$ cat src/rtl/mips_mc_datapath.sv
// Multi-cycle MIPS datapath: register file, operand muxing, ALU with SLT
// extension, handshaked memory access and write-back, sequenced by a
// four-state FSM (IDLE -> EXEC -> [MEM] -> WB). One instruction in flight.
module mips_mc_datapath #(
  parameter int WIDTH    = 32,
  parameter int REG_ADDR = 5
) (
  input  logic                clock,
  input  logic                reset,
  input  logic                instr_valid,
  output logic                ready,
  input  logic [REG_ADDR-1:0] rsaddr,
  input  logic [REG_ADDR-1:0] rtaddr,
  input  logic [REG_ADDR-1:0] rt_rd_chosen,
  input  logic [WIDTH-1:0]    shiftImm,
  input  logic [WIDTH-1:0]    S_ZextendImm,
  input  logic                shift_select,
  input  logic                slt_select,
  input  logic                immediate_res,
  input  logic                reg_write,
  input  logic                memread,
  input  logic                memwrite,
  input  logic                alu_mem,
  input  logic [2:0]          alubits,
  output logic                mem_req,
  output logic                mem_we,
  output logic [WIDTH-1:0]    mem_addr,
  output logic [WIDTH-1:0]    mem_wdata,
  input  logic [WIDTH-1:0]    mem_rdata,
  input  logic                mem_ack,
  output logic                branch_result,
  output logic                done
);

  localparam int          SHW   = $clog2(WIDTH);
  localparam int unsigned NREGS = 2 ** REG_ADDR;

  typedef enum logic [1:0] {S_IDLE, S_EXEC, S_MEM, S_WB} state_t;

  state_t              state_q, state_d;
  logic [WIDTH-1:0]    regs_q [NREGS];
  logic [WIDTH-1:0]    regs_d [NREGS];
  logic [WIDTH-1:0]    rs_q, rs_d, rt_q, rt_d;
  logic [WIDTH-1:0]    shift_imm_q, shift_imm_d, imm_q, imm_d;
  logic [WIDTH-1:0]    alu_q, alu_d, mem_data_q, mem_data_d;
  logic [REG_ADDR-1:0] rd_q, rd_d;
  logic [2:0]          alubits_q, alubits_d;
  logic                shift_select_q, shift_select_d, slt_select_q, slt_select_d;
  logic                immediate_res_q, immediate_res_d, reg_write_q, reg_write_d;
  logic                memread_q, memread_d, memwrite_q, memwrite_d;
  logic                alu_mem_q, alu_mem_d, branch_q, branch_d;

  logic [WIDTH-1:0]    alu_left, right_l1, alu_right, alu_out;
  logic [WIDTH-1:0]    alu_result, wb_result;
  logic [SHW-1:0]      shamt;

  // ALU on the latched operands, plus SLT extension and write-back select
  always_comb begin
    alu_left  = shift_select_q ? rt_q : rs_q;
    right_l1  = shift_select_q ? shift_imm_q : rt_q;
    alu_right = immediate_res_q ? imm_q : right_l1;
    shamt     = alu_right[SHW-1:0];
    case (alubits_q)
      3'b000:  alu_out = alu_left & alu_right;
      3'b001:  alu_out = alu_left | alu_right;
      3'b010:  alu_out = alu_left + alu_right;
      3'b011:  alu_out = alu_left ^ alu_right;
      3'b100:  alu_out = ~(alu_left | alu_right);
      3'b101:  alu_out = alu_left << shamt;
      3'b110:  alu_out = alu_left - alu_right;
      default: alu_out = alu_left >> shamt;
    endcase
    alu_result = '0;
    if (slt_select_q) alu_result[0] = alu_q[WIDTH-1];
    else              alu_result    = alu_q;
    wb_result = alu_mem_q ? mem_data_q : alu_result;
  end

  // Next-state logic: latch at accept, compute in EXEC, wait in MEM, write in WB
  always_comb begin
    state_d         = state_q;
    regs_d          = regs_q;
    rs_d            = rs_q;
    rt_d            = rt_q;
    shift_imm_d     = shift_imm_q;
    imm_d           = imm_q;
    alu_d           = alu_q;
    mem_data_d      = mem_data_q;
    rd_d            = rd_q;
    alubits_d       = alubits_q;
    shift_select_d  = shift_select_q;
    slt_select_d    = slt_select_q;
    immediate_res_d = immediate_res_q;
    reg_write_d     = reg_write_q;
    memread_d       = memread_q;
    memwrite_d      = memwrite_q;
    alu_mem_d       = alu_mem_q;
    branch_d        = branch_q;
    case (state_q)
      S_IDLE: if (instr_valid) begin
        rs_d            = regs_q[rsaddr];
        rt_d            = regs_q[rtaddr];
        shift_imm_d     = shiftImm;
        imm_d           = S_ZextendImm;
        rd_d            = rt_rd_chosen;
        alubits_d       = alubits;
        shift_select_d  = shift_select;
        slt_select_d    = slt_select;
        immediate_res_d = immediate_res;
        reg_write_d     = reg_write;
        memread_d       = memread;
        memwrite_d      = memwrite;
        alu_mem_d       = alu_mem;
        state_d         = S_EXEC;
      end
      S_EXEC: begin
        alu_d    = alu_out;
        branch_d = alu_out[WIDTH-1];
        state_d  = (memread_q || memwrite_q) ? S_MEM : S_WB;
      end
      S_MEM: if (mem_ack) begin
        mem_data_d = mem_rdata;
        state_d    = S_WB;
      end
      default: begin
        if (reg_write_q && (rd_q != '0)) regs_d[rd_q] = wb_result;
        state_d = S_IDLE;
      end
    endcase
  end

  // State and datapath registers, cleared asynchronously
  always_ff @(posedge clock or posedge reset) begin
    if (reset) begin
      state_q <= S_IDLE;
      for (int unsigned i = 0; i < NREGS; i++) regs_q[i] <= '0;
      rs_q            <= '0;
      rt_q            <= '0;
      shift_imm_q     <= '0;
      imm_q           <= '0;
      alu_q           <= '0;
      mem_data_q      <= '0;
      rd_q            <= '0;
      alubits_q       <= '0;
      shift_select_q  <= 1'b0;
      slt_select_q    <= 1'b0;
      immediate_res_q <= 1'b0;
      reg_write_q     <= 1'b0;
      memread_q       <= 1'b0;
      memwrite_q      <= 1'b0;
      alu_mem_q       <= 1'b0;
      branch_q        <= 1'b0;
    end else begin
      state_q         <= state_d;
      regs_q          <= regs_d;
      rs_q            <= rs_d;
      rt_q            <= rt_d;
      shift_imm_q     <= shift_imm_d;
      imm_q           <= imm_d;
      alu_q           <= alu_d;
      mem_data_q      <= mem_data_d;
      rd_q            <= rd_d;
      alubits_q       <= alubits_d;
      shift_select_q  <= shift_select_d;
      slt_select_q    <= slt_select_d;
      immediate_res_q <= immediate_res_d;
      reg_write_q     <= reg_write_d;
      memread_q       <= memread_d;
      memwrite_q      <= memwrite_d;
      alu_mem_q       <= alu_mem_d;
      branch_q        <= branch_d;
    end
  end

  // Handshake outputs decode straight from the state register so a reset
  // drops mem_req without waiting for a clock edge.
  assign ready         = (state_q == S_IDLE);
  assign mem_req       = (state_q == S_MEM);
  assign mem_we        = mem_req & memwrite_q;
  assign mem_addr      = alu_q;
  assign mem_wdata     = rs_q;
  assign branch_result = branch_q;
  assign done          = (state_q == S_WB);

endmodule

$ cat config.mk
export PLATFORM = sky130hd
export DESIGN_NAME = mips_mc_datapath
export DESIGN_NICKNAME = d
export VERILOG_FILES = /design/src/rtl/mips_mc_datapath.sv
export SDC_FILE = /design/constraint.sdc
export NUM_CORES = 2
export LEC_CHECK = 0
export CAP_MARGIN = 5
export CORE_ASPECT_RATIO = 2
export CORE_MARGIN = 3
export CORE_UTILIZATION = 50
export DETAILED_ROUTE_END_ITERATION = 8
export GPL_TIMING_DRIVEN = 0
export PLACE_DENSITY = 0.78
export SYNTH_ARGS = -nofsm -noshare
export SYNTH_HDL_FRONTEND = slang
export SYNTH_SLANG_ARGS = --single-unit
$ cat constraint.sdc
create_clock -name clock -period 122 [get_ports clock]
set_input_delay 24.4 -clock clock [delete_from_list [all_inputs] [get_ports clock]]
set_output_delay 24.4 -clock clock [all_outputs]
set_load 0.1 [all_outputs]
== Word level (Yosys, flattened, before mapping) ==
Cells that the tools add are included.

* Flip-flop bits (word level): 1234
* Latch bits: 0
* Bits in writable memories: 0
* Bits in read-only memories: 0
* Input port bits: 125
* Output and inout bits: 69
* Logic and storage cells: 108
* Memories: 0

* Add/sub/neg operators: 2
* Multipliers: 0
* Divide/modulo/power cells: 0
* $lt $le $gt $ge: 4
* Equal/unequal tests: 11
* Shift operators: 2
* Mux-type cells: 20
* Bitwise logic cells: 9
* Reductions and logical operators: 11

{| class="wikitable"
|+ Operators by type and width
! kind !! number
|-
| bitwise mux 1024 bit || 1
|-
| binary-select mux 32 bit (select 5 bit) || 2
|-
| 2-to-1 mux 32 bit || 9
|-
| case mux 32 bit (7 select lines) || 1
|-
| demux 32 bit (select 5 bit) || 1
|-
| adder 32 bit || 1
|-
| bitwise AND 32 bit || 1
|-
| inverter 32 bit || 1
|-
| OR 32 bit || 1
|-
| left shift 32 x 5 -> 32 bit || 1
|-
| >> shifter 32 x 5 -> 32 bit || 1
|-
| subtractor 32 bit || 1
|-
| XOR 32 bit || 1
|-
| 2-to-1 mux 31 bit || 1
|-
| greater-or-equal comparator 6 bit, second input constant || 3
|-
| inverter 5 -> 6 bit || 3
|-
| equality test 3 bit, second input constant || 3
|-
| AND reduction 2 bit || 4
|-
| equality test 3 x 2 -> 1 bit, second input constant || 2
|-
| less-than comparator 6 x 1 -> 1 bit, second input constant || 1
|-
| case mux 2 bit (3 select lines) || 1
|-
| nonzero test 5 bit || 1
|-
| equality test 2 bit, second input constant || 2
|-
| 2-to-1 mux 2 bit || 2
|-
| other kinds (12) || 14
|}

== Longest topological paths before layout ==
* Depth in word-level cells: 6
* Gate-level depth with buffers: 24

== Least setup slack after synthesis ==
OpenSTA, ideal clock, no wires.

* Path type: input port to flip-flop
* Start: input port rsaddr[0]
* End: register rs_q[23], in the netlist mem_wdata[23]
* Data arrival time: 26.544 ns
* Data required time: 121.865 ns
* Slack: 95.322 ns
* Stages on the path: 7
* Path buffers: 3
* Cells stage by stage: clkbuf_1 -> clkbuf_1 -> buf_1 -> mux4_2 -> mux4_2 -> mux2i_1 -> o21ai_0

* Word-level cells in the longest chain between the ends: 4

{| class="wikitable"
|+ Ends and longest elaborated chain
! element !! line !! text
|-
| from (decl) || 12 || <nowiki>input logic [REG_ADDR-1:0] rsaddr,</nowiki>
|-
| inverter 5 -> 6 bit (implied by the code) || 101 || <nowiki>rs_d = regs_q[rsaddr];</nowiki>
|-
| binary-select mux 32 bit (select 5 bit) || 101 ||
|-
| 2-to-1 mux 32 bit (implied by the code) (2 in a row) || 101 ||
|-
| to (signal assigned) || 156 || <nowiki>rs_q <= rs_d;</nowiki>
|-
| to (decl) || 43 || <nowiki>logic [WIDTH-1:0] rs_q, rs_d, rt_q, rt_d;</nowiki>
|}

No other way between the ends. The select of a mux whose other input is x is not followed.
A chain may end at the register's enable or synchronous reset.

== Worst setup path in the final report ==
* Start: input port rsaddr[0]
* End: register rs_q[21], in the netlist mem_wdata[21]

The elaborated chain is that of the path after synthesis.

==> impl_results.md <==
- Final HPWL DP: roughly 280 mm
- Max Slew Vio Count: 35
- Async SR Flop Fraction: 100%
- Top cells by area, synth: dfrtp_1 (45%), mux4_2 (21%), o21ai_0 (6.5%)
- Sequential element share of the synthesized area: a little under half
- CP required: 122.57 ns
- Post-synth top cells: dfrtp_1 (1,233), nand2_1 (933), o21ai_0 (893)
- CP cell instances: clkbuf_1, clkbuf_1, clkbuf_1, mux4_2, mux4_2, mux2i_1, o21ai_0
- Syn Nets: about 6,400
- Library cells used by synthesis: 76
- Vias in the first global route: 64,300
- # DRC: 0
- Initial antenna violation count: 36
- CTS resizes: 0
- EDFF count, synth: 0
- Ports: 194
- Nets@finish: 6,729
- Worst setup EP type: flop
- Setup Viol. Count Final: 0
- Final worst-path cycle share: 23.3%
- Syn_area_per_cell: 11.1 um^2
- Area of the core: roughly 140,000 um^2
- Initial Util: 50.5%
- PD cells: 31.6 nW/um^2
- Grt total ovfl: 0
- CP Data Arrival Time: 29.04 ns
- F_max: 35.1 MHz
- Clock buffer count from CTS: 108
- Htree depth: 3
- Final WL: 354 mm
- Multi-input logic area: 35,000 um^2
- Fraction of layout cells with a size suffix above 1: between 15 and 20%
- Clk sink count: around 1,200
- Die area: 142,000 um^2
- Buf/Inv on CP: 3
- Largest net degree at the start of global routing: about 150
- Number of buffers added for setup after CTS: 0
- Outcome: finished with violations
- Setup TNS: 0 ns
- CTS tree: done
- Tot Pwr: 2.43 mW
- Area leader, netlist: dfrtp_1
- Yosys reg bits: 1,233
- Post-synth top flop: dfrtp_1
- Worst Skew: around 0.1 ns
- Total GRT Usage: between 50% and 60%
- Worst-Skew Late Latency: 0.83 ns
- Worst hold path type: flop to flop
- Most frequent cell after synthesis: dfrtp_1
- Top cell type's share of synthesized area: a little under half
- Worst vdd ir: 0.0172 mV
- Hold Vio Cnt, Final: 0
- P_leak: 32.5 nW
- Mapped Area: about 69,000 um^2
- Clock Tree Root: clkbuf_16
- Vias per cell: 7.32
- Crit-path max FO: 11
- Failing checks: capacitance limit, slew limit
- Crit Path Category: primary input to flop
- Die Wd: 268 um
- Max incr delay on CP: 1.54 ns
- FF+latch area: 30,900 um^2
- # hold bufs at CTS: 0
- Area grow syn2layout: 12.5%
- Slew margin rel.: -39.6%
- Total iterations of the first detailed-routing run: 9
- Row count: 191
- CP most frequent cell: clkbuf_1
- First-pass GRT wire length: roughly 500 mm
- RSZ-0062 raised after global routing: false
- Routability cong.: 1.14
- Maxcap violations: 4
- PortBufs: 183
- Critical path launch point type: primary input
- Family with the most delay on the worst path: buffers and inverters
- CTS max path bufs: 3
- Minimum clock period: around 28 ns
- Slowest CP cell: clkbuf_1
- Drt wl/cell: 42.4 um
- Yosys warning total: 0
- Fillers: 11,300
- Antenna-violating nets left: 0
- Synth Instances: 6,162
- Die height: 530 um
- DRT iter0 DRCs: 8,900
- Worst-path clk slew: 0.07 ns
- Slew @ Worst Pin: 2.09 ns
- DR vias: 61,100
-- final timing paths --
check | cells after the start | start | slack, ns | end
min in group asynchronous | 2 | reset | 24.09 | mem_addr[29]$_DFFE_PP0P_
worst min-delay path | 1 | regs_q[1005]$_DFFE_PP0P_ | 0.49 | regs_q[1005]$_DFFE_PP0P_
worst max register to register | 24 | shift_select_q$_DFFE_PP0P_ | 113.23 | mem_addr[30]$_DFFE_PP0P_
worst min register to register | 1 | regs_q[1005]$_DFFE_PP0P_ | 0.49 | regs_q[1005]$_DFFE_PP0P_
worst max-delay path | 7 | rsaddr[0] | 93.53 | mem_wdata[21]$_DFFE_PP0P_
max in group asynchronous | 8 | reset | 93.72 | regs_q[388]$_DFFE_PP0P_
-- power by group --
| part | switching [mW] | leakage [nW] | total (mW) | internal, mW |
|---|---|---|---|---|
| Combinational | 0.921 | 14.1 | 1.33 | 0.413 |
| Clock | 0.175 | 1.75 | 0.367 | 0.192 |
| Sequential | 0.158 | 16.7 | 0.733 | 0.575 |
-- area by class of cell --
cell class / count / area share (%)
multi-input combinational: 4227 / 45.4
clock inverter: 35 / 0.646
clock buffer: 157 / 4.02
inverter: 88 / 0.438
tap: 1737 / 2.82
buffer: 614 / 3.19
antenna: 27 / 0.0877
sequential: 1233 / 40.0
timing repair buffer: 229 / 3.37
-- routing by layer --
metal	part of all wire [%]	routed length, um	global-route usage [%]	vias to the layer above
met5	0.069	243	1.73	-
met4	16	55600	60.0	22
met3	9.8	34500	20.2	2598
met2	47	168000	81.6	5478
met1	27	95900	46.3	29800
li1	-	-	-	23200
-- worst register-to-register path, stage by stage, from the launching register on --
cell      delay, ns
dfrtp_1        0.35
buf_6          0.13
buf_12         0.17
mux2i_1        0.20
o21a_1         0.12
buf_2          0.30
buf_2          0.39
buf_2          0.62
buf_2          0.53
ha_1           0.31
nand2_1        0.13
nor3_1         0.54
and2_2         0.53
a31oi_1        0.21
xnor2_1        0.20
ha_1           0.48
nand3_1        0.24
nor3_2         0.33
buf_6          0.19
nand2_1        0.06
a21oi_1        1.02
o21ai_0        0.37
a211oi_1       0.48
o21ai_0        0.42
a31o_2         0.35
-- registers in the layout, summed over array words and instances (netlist names) --
register,cells
immediate_res_q,1
shift_imm_q,32
slt_select_q,1
memread_q,1
alubits_q,3
mem_data_q,32
mem_wdata,32
rd_q,5
regs_q,1024
rt_q,32
mem_addr,32
shift_select_q,1
state_q,2
imm_q,32
alu_mem_q,1
memwrite_q,1
reg_write_q,1
-- through the flow --
step / std cells / utilization (%) / area [um^2] / setup slack [ns] / hold WS [ns]
4_1_cts: 8300 / 56.5 / 76600 / 93.61 / 0.485
6_report: 8347 / 56.8 / 77100 / 93.53 / 0.487
3_5_place_dp: 8108 / 53.8 / 73100 / 92.83 / 0.470
5_1_grt: 8327 / 56.7 / 77000 / 93.19 / 0.506
2_1_floorplan: 6162 / - / 68500 / 62.86 / 0.441
3_3_place_gp: 8082 / 53.4 / 72500 / 50.05 / 0.452
-- cell usage in the layout, fill, tap and decap left out, types with 74 or more instances in the layout --
cell                n
nand2_1           933
clkbuf_16         110
mux2i_1           218
o21ai_0           890
nor2_1            409
mux2_2            138
ha_1              102
o211ai_1           74
inv_1              85
dfrtp_1          1233
clkbuf_1          514
mux4_2            654
clkdlybuf4s50_1   183
a21oi_1           361
-- kinds of logic (layout without fill, tap and decap cells) --
family,count (synthesis),after routing,synth area share [%]
AO/OA/AOI/OAI,1554,1554,12.6
AND/OR/NAND/NOR,1506,1506,8.76
flip-flops,1233,1233,45.0
multiplexers,1019,1019,27.1
buffers and inverters,702,1123,4.05
adder cells (fa/ha/maj),103,103,1.89
XOR/XNOR,45,45,0.575
other,0,27,0
(Power assumes the default switching activity.)
